`config.mk`:
```
export PLATFORM = sky130hd
export DESIGN_NAME = text_buffer_arbiter
export DESIGN_NICKNAME = d
export VERILOG_FILES = /design/src/rtl/text_buffer_arbiter.sv
export SDC_FILE = /design/constraint.sdc
export NUM_CORES = 1
export LEC_CHECK = 0
export CORE_ASPECT_RATIO = 0.6
export CORE_MARGIN = 4
export CORE_UTILIZATION = 39
export CTS_CLUSTER_DIAMETER = 200
export CTS_CLUSTER_SIZE = 20
export DETAILED_ROUTE_END_ITERATION = 12
export PLACE_DENSITY_LB_ADDON = 0.08
export SLEW_MARGIN = 30
export SYNTH_ARGS = -nofsm -noshare
export SYNTH_HDL_FRONTEND = slang
export SYNTH_SLANG_ARGS = --single-unit
```
`constraint.sdc`:
```
create_clock -name pixel_clock -period 2.2 [get_ports pixel_clock]
set_input_delay 0.22 -clock pixel_clock [delete_from_list [all_inputs] [get_ports pixel_clock]]
set_output_delay 0.22 -clock pixel_clock [all_outputs]
set_load 0.01 [all_outputs]
```
`src/rtl/text_buffer_arbiter.sv`:
```
// text_buffer_arbiter: owns the single-port text RAM and shares it
// between renderer (highest), clear sequencer and host port.
module text_buffer_arbiter #(
  parameter int COLS       = 80,
  parameter int ROWS       = 30,
  parameter int ADDR_WIDTH = 12
) (
  input  logic                  pixel_clock,
  input  logic                  reset,
  input  logic                  render_req,
  input  logic [ADDR_WIDTH-1:0] render_index,
  output logic [7:0]            render_data,
  output logic                  render_valid,
  input  logic                  host_valid,
  output logic                  host_ready,
  input  logic                  host_we,
  input  logic [ADDR_WIDTH-1:0] host_addr,
  input  logic [7:0]            host_wdata,
  output logic [7:0]            host_rdata,
  output logic                  host_rvalid,
  input  logic                  clear_start,
  input  logic [7:0]            clear_char,
  output logic                  clear_busy,
  output logic                  clear_done,
  output logic                  mem_en,
  output logic                  mem_we,
  output logic [ADDR_WIDTH-1:0] mem_addr,
  output logic [7:0]            mem_wdata,
  input  logic [7:0]            mem_rdata
);

  localparam int CELLS = COLS * ROWS;
  localparam logic [ADDR_WIDTH:0] CELLS_W =
    (ADDR_WIDTH+1)'(CELLS);
  localparam logic [ADDR_WIDTH-1:0] LAST =
    ADDR_WIDTH'(CELLS - 1);

  typedef enum logic {
    S_IDLE,
    S_CLEAR
  } state_t;

  state_t                state_q;
  logic [ADDR_WIDTH-1:0] ptr_q;
  logic [7:0]            fill_q;
  logic                  busy_q;
  logic                  done_q;

  logic rrd_q, rrd_d;
  logic rrd_oor_q, rrd_oor_d;
  logic hrd_q, hrd_d;
  logic hrd_oor_q, hrd_oor_d;

  logic render_oor;
  logic host_oor;
  logic clr_wr;

  assign render_oor = {1'b0, render_index} >= CELLS_W;
  assign host_oor   = {1'b0, host_addr} >= CELLS_W;

  assign host_ready = host_valid & ~render_req &
                      (state_q == S_IDLE);
  assign clr_wr     = (state_q == S_CLEAR) & ~render_req;

  // RAM port owner: the three grant terms are mutually exclusive
  always_comb begin
    mem_en    = 1'b0;
    mem_we    = 1'b0;
    mem_addr  = '0;
    mem_wdata = 8'h00;
    unique case (1'b1)
      render_req: begin
        mem_en   = ~render_oor;
        mem_addr = render_index;
      end
      clr_wr: begin
        mem_en    = 1'b1;
        mem_we    = 1'b1;
        mem_addr  = ptr_q;
        mem_wdata = fill_q;
      end
      host_ready: begin
        mem_en    = ~host_oor;
        mem_we    = host_we & ~host_oor;
        mem_addr  = host_addr;
        mem_wdata = (host_we & ~host_oor) ? host_wdata : 8'h00;
      end
      default: ;
    endcase
  end

  assign rrd_d     = render_req;
  assign rrd_oor_d = render_oor;
  assign hrd_d     = host_ready & ~host_we;
  assign hrd_oor_d = host_oor;

  // Remember who issued last cycle's read so the data goes to one client
  always_ff @(posedge pixel_clock) begin
    if (!reset) begin
      rrd_q     <= 1'b0;
      rrd_oor_q <= 1'b0;
      hrd_q     <= 1'b0;
      hrd_oor_q <= 1'b0;
    end else begin
      rrd_q     <= rrd_d;
      rrd_oor_q <= rrd_oor_d;
      hrd_q     <= hrd_d;
      hrd_oor_q <= hrd_oor_d;
    end
  end

  assign render_valid = rrd_q;
  assign render_data  = (rrd_q & ~rrd_oor_q) ? mem_rdata : 8'h00;
  assign host_rvalid  = hrd_q;
  assign host_rdata   = (hrd_q & ~hrd_oor_q) ? mem_rdata : 8'h00;

  // Clear sequencer: walks every cell, yielding to renderer fetches
  always_ff @(posedge pixel_clock) begin
    if (!reset) begin
      state_q <= S_IDLE;
      ptr_q   <= '0;
      fill_q  <= 8'h00;
      busy_q  <= 1'b0;
      done_q  <= 1'b0;
    end else begin
      done_q <= 1'b0;
      unique case (state_q)
        S_IDLE: begin
          if (clear_start) begin
            state_q <= S_CLEAR;
            fill_q  <= clear_char;
            ptr_q   <= '0;
            busy_q  <= 1'b1;
          end
        end
        S_CLEAR: begin
          if (!render_req) begin
            if (ptr_q == LAST) begin
              state_q <= S_IDLE;
              ptr_q   <= '0;
              busy_q  <= 1'b0;
              done_q  <= 1'b1;
            end else begin
              ptr_q <= ptr_q + 1'b1;
            end
          end
        end
        default: state_q <= S_IDLE;
      endcase
    end
  end

  assign clear_busy = busy_q;
  assign clear_done = done_q;

endmodule

```
==> results.sh, run 1 <==
export IMPL_outcome="completed"
export IMPL_dieArea_sq_um=5710
export IMPL_comb_power_share_pct=29.5
export IMPL_synth_edf_count=0
export IMPL_setup_violations_final=0
export IMPL_cts_buffers=3
export IMPL_fin_setup_tns_ns=0
export IMPL_ys_types=46
export IMPL_place_gp_congestion=0.828
export IMPL_grt_max_degree=29
export IMPL_crit_fanout=9
export IMPL_required_ns=1.98
export IMPL_grt_pass1_wl_um=9170
export IMPL_place_area_sq_um=2800
export IMPL_hold_start="fill_q[6]"
export IMPL_holdWs_ns=0.460
export IMPL_clk_path_buf_depth=2
export IMPL_viasPerCell=5.23
export IMPL_worstMarginPinSlew_ns=0.578
export IMPL_r2r_end="ptr_q[8]"
export IMPL_antenna_violating_nets_post_route=0
export IMPL_ys_async_sr_fraction_pct=0
export IMPL_synth_top_area_cell="dfxtp_1"
export IMPL_antenna_found_initial=1
export IMPL_p_per_area_nw_per_um2=393
export IMPL_rows=18
export IMPL_fin_crit_ns=2.11
export IMPL_r2r_setup_slack_ns=0.59
export IMPL_netSwitchingFraction_pct=26.3
export IMPL_htree_levels=1
export IMPL_r2r_start="state_q"
export IMPL_avgSynthCellArea_sq_um=7.24
export IMPL_p_sw_w=0.000294
export IMPL_p_int_w=0.000827
export IMPL_max_vdd_ir_drop_v=0.000298
export IMPL_hold_path_class="flop to flop"
export IMPL_utilization_pct=67.4
export IMPL_finalCritPeriodShare_pct=95.8
export IMPL_clock_skew_ns=0.00354
export IMPL_drv_slew=0
export IMPL_cts_sinks=27
export IMPL_die_h_um=60.1
export IMPL_leakagePower_nw=1.09
export IMPL_synth_top_area_share_pct=30.6
export IMPL_startpoint="host_addr[6]"
export IMPL_vias=2085
export IMPL_n_fill_cell=381
export IMPL_yosysWarnings=0
export IMPL_drc=0
export IMPL_grt_pass1_vias=1722
export IMPL_worst_setup_path_type="input port to primary output"
export IMPL_rsz0062_at_grt="false"
export IMPL_slowest_delay_ns=0.48
export IMPL_overflow=0
export IMPL_yosysSeqAreaShare_pct=30.6
export IMPL_die_w_um=94.9
export IMPL_tritoncts="built"
export IMPL_wl_um=5920
export IMPL_diodes=0
export IMPL_slowest_stage="clkdlybuf4s50_1"
export IMPL_post_cts_buffers=0
export IMPL_root_buffer="clkbuf_8"
export IMPL_nNetsFinal=395
export IMPL_drv_cap=0
export IMPL_ff2ff_path_depth=5
export IMPL_firstDrtPassIters=4
export IMPL_start_kind="input port"
export IMPL_slew_headroom_pct=61.5
export IMPL_crit_path_end_kind="primary output"
export IMPL_wl_per_cell_um=14.8
export IMPL_final_hold_viol_count=0
export IMPL_worstSkewPairLatency_ns=0.27
export IMPL_crit_family="buffers and inverters"
export IMPL_design_area_sq_um=2850
export IMPL_regArea_sq_um=542
export IMPL_path_cells="clkdlybuf4s50_1 -> a21o_1 -> a211oi_2 -> buf_4 -> o211a_4 -> or2_2 -> dlygate4sd2_1"
export IMPL_synth_cells=244
export IMPL_pwr_share_seq_pct=46.0
export IMPL_start_util_pct=41.7
export IMPL_arrival_ns=1.89
export IMPL_io_buffers=96
export IMPL_synth_flop_cell="dfxtp_1"
export IMPL_multi_input_area_sq_um=1130
export IMPL_yosys_top_cells_area="dfxtp_1 (31%), nand2_1 (10%), a21oi_1 (7.6%), and2_1 (7.1%), a22o_1 (4.0%)"
export IMPL_ys_ff_latch=27
export IMPL_fmax_ghz=0.475
export IMPL_layout_drive_gt1_share_pct=8.55
export IMPL_coreArea_sq_um=4230
export IMPL_clockPowerShare_pct=24.5
export IMPL_design_portCount=97
export IMPL_synth_cell_area_sq_um=1770
export IMPL_drtIter0Drc=142
export IMPL_place_hpwl_um=4740
export IMPL_crit_end="mem_we"
export IMPL_grt_total_usage_pct=20.4
export IMPL_area_delta_synth_final_pct=61.5
export IMPL_cp_num_cells=7
export IMPL_clk_pin_slew_ns=0.08
export IMPL_synth_nets=299
export IMPL_crit_buf_inv=3
metal layers:
metal / part of all wire, % / GRT usage [%] / routed length, um / up-vias
met3: 13 / 6.16 / 761 / 6
li1: - / - / - / 1048
met5: 0.22 / 0 / 13 / -
met4: 0.61 / 3.49 / 36 / 2
met1: 45 / 30.7 / 2690 / 934
met2: 41 / 28.5 / 2420 / 95
worst min path at each step:
stage                              to  cells after the start
after floorplan           host_rvalid                      1
after global placement      fill_q[4]                      2
after detailed placement    fill_q[6]                      2
after CTS                   fill_q[6]                      2
after global routing        fill_q[4]                      2
final                       fill_q[6]                      2
cells in the final DEF, fill, tap and decap left out, types with 2 or more instances in the layout:
master,instances
inv_1,4
buf_4,11
nor2_1,14
o31a_1,2
a31oi_1,4
a21oi_1,27
or2_2,2
clkbuf_8,3
dlygate4sd2_1,10
nor3_1,3
nor2b_1,4
dfxtp_1,26
a22o_1,8
nand3_1,7
nand2_1,49
and2_1,20
or3_1,2
o21ai_0,14
nand4_1,6
nor3b_2,2
o22ai_1,3
clkdlybuf4s50_1,86
nand2b_1,2
o211ai_1,4
synthesized netlist by cell type (2+ instances only):
master and number:
inv_1 4, dfxtp_1 27, nor2_1 14, a22o_1 8, o22ai_1 3, or3_1 2
a21oi_1 27, and2_1 20, a31oi_1 4, nor2b_1 4, nor3b_2 2, o211ai_1 4
o21ai_0 14, nand2b_1 2, buf_2 3, nand4_1 6, or2_2 2, a211oi_1 2
nand2_1 49, nor3_1 3, o31a_1 2, buf_6 3, clkbuf_1 9, nand3_1 7
buf_1 2
flip-flops by register name, indices dropped and copies added (netlist names):
signal	cells
ptr_q	12
fill_q	8
clear_busy	1
clear_done	1
host_rvalid	1
hrd_oor_q	1
render_valid	1
rrd_oor_q	1
state_q	1
area by class of cell:
class / instances / area share, %
multi-input combinational: 195 / 39.6
timing repair buffer: 108 / 36.5
sequential: 27 / 19.0
tap: 60 / 2.63
clock buffer: 4 / 1.58
inverter: 5 / 0.658
cell families (layout without fill, tap and decap cells):
kind of cell	count (synthesis)	in the layout	synth area share (%)
and+or+nand+nor	121	121	35.2
AOI/OAI and AO/OA	72	72	26.8
DFF	27	27	30.6
buffers and inverters	22	117	6.16
adders and majority gates	1	1	0.708
muxes	1	1	0.567
tightest hold or removal path: cells and delay by family, from the launching register on:
family / cells / cell delay [ns]
DFF: 1 / 0.32
AOI/OAI and AO/OA: 1 / 0.05
and+or+nand+nor: 1 / 0.05
per-stage QoR:
stage	worst slack, ns	power (W)	instances
CTS	0.0659	0.00113	399
detailed placement	-0.277	0.000860	395
finish	0.0928	0.00112	399
floorplan	0.693	0.000651	244
global placement	-0.254	0.000854	395
global route	0.0000477	0.00118	399
timing repair:
action,in CTS,in global routing
endpoints found under the setup margin,10,11
pin swaps,1,0
resized for setup,13,2
hold buffers,0,0
hold endpoints to repair,0,0
power by group through the flow:
stage	logic (W)	registers (W)	clock network (W)
finish	0.000330	0.000516	0.000275
global route	0.000359	0.000519	0.000301
CTS	0.000331	0.000515	0.000285
detailed placement	0.000333	0.000527	0
global placement	0.000328	0.000526	0
floorplan	0.000128	0.000524	0
Note: power is estimated with default switching activity, not from simulation.
==> run 2, diff against run 1 <==
CTS_CLUSTER_SIZE = 25   (was 20)
==> results of run 2 <==
The final DEF is identical to that of run 1; final timing and power are the same.
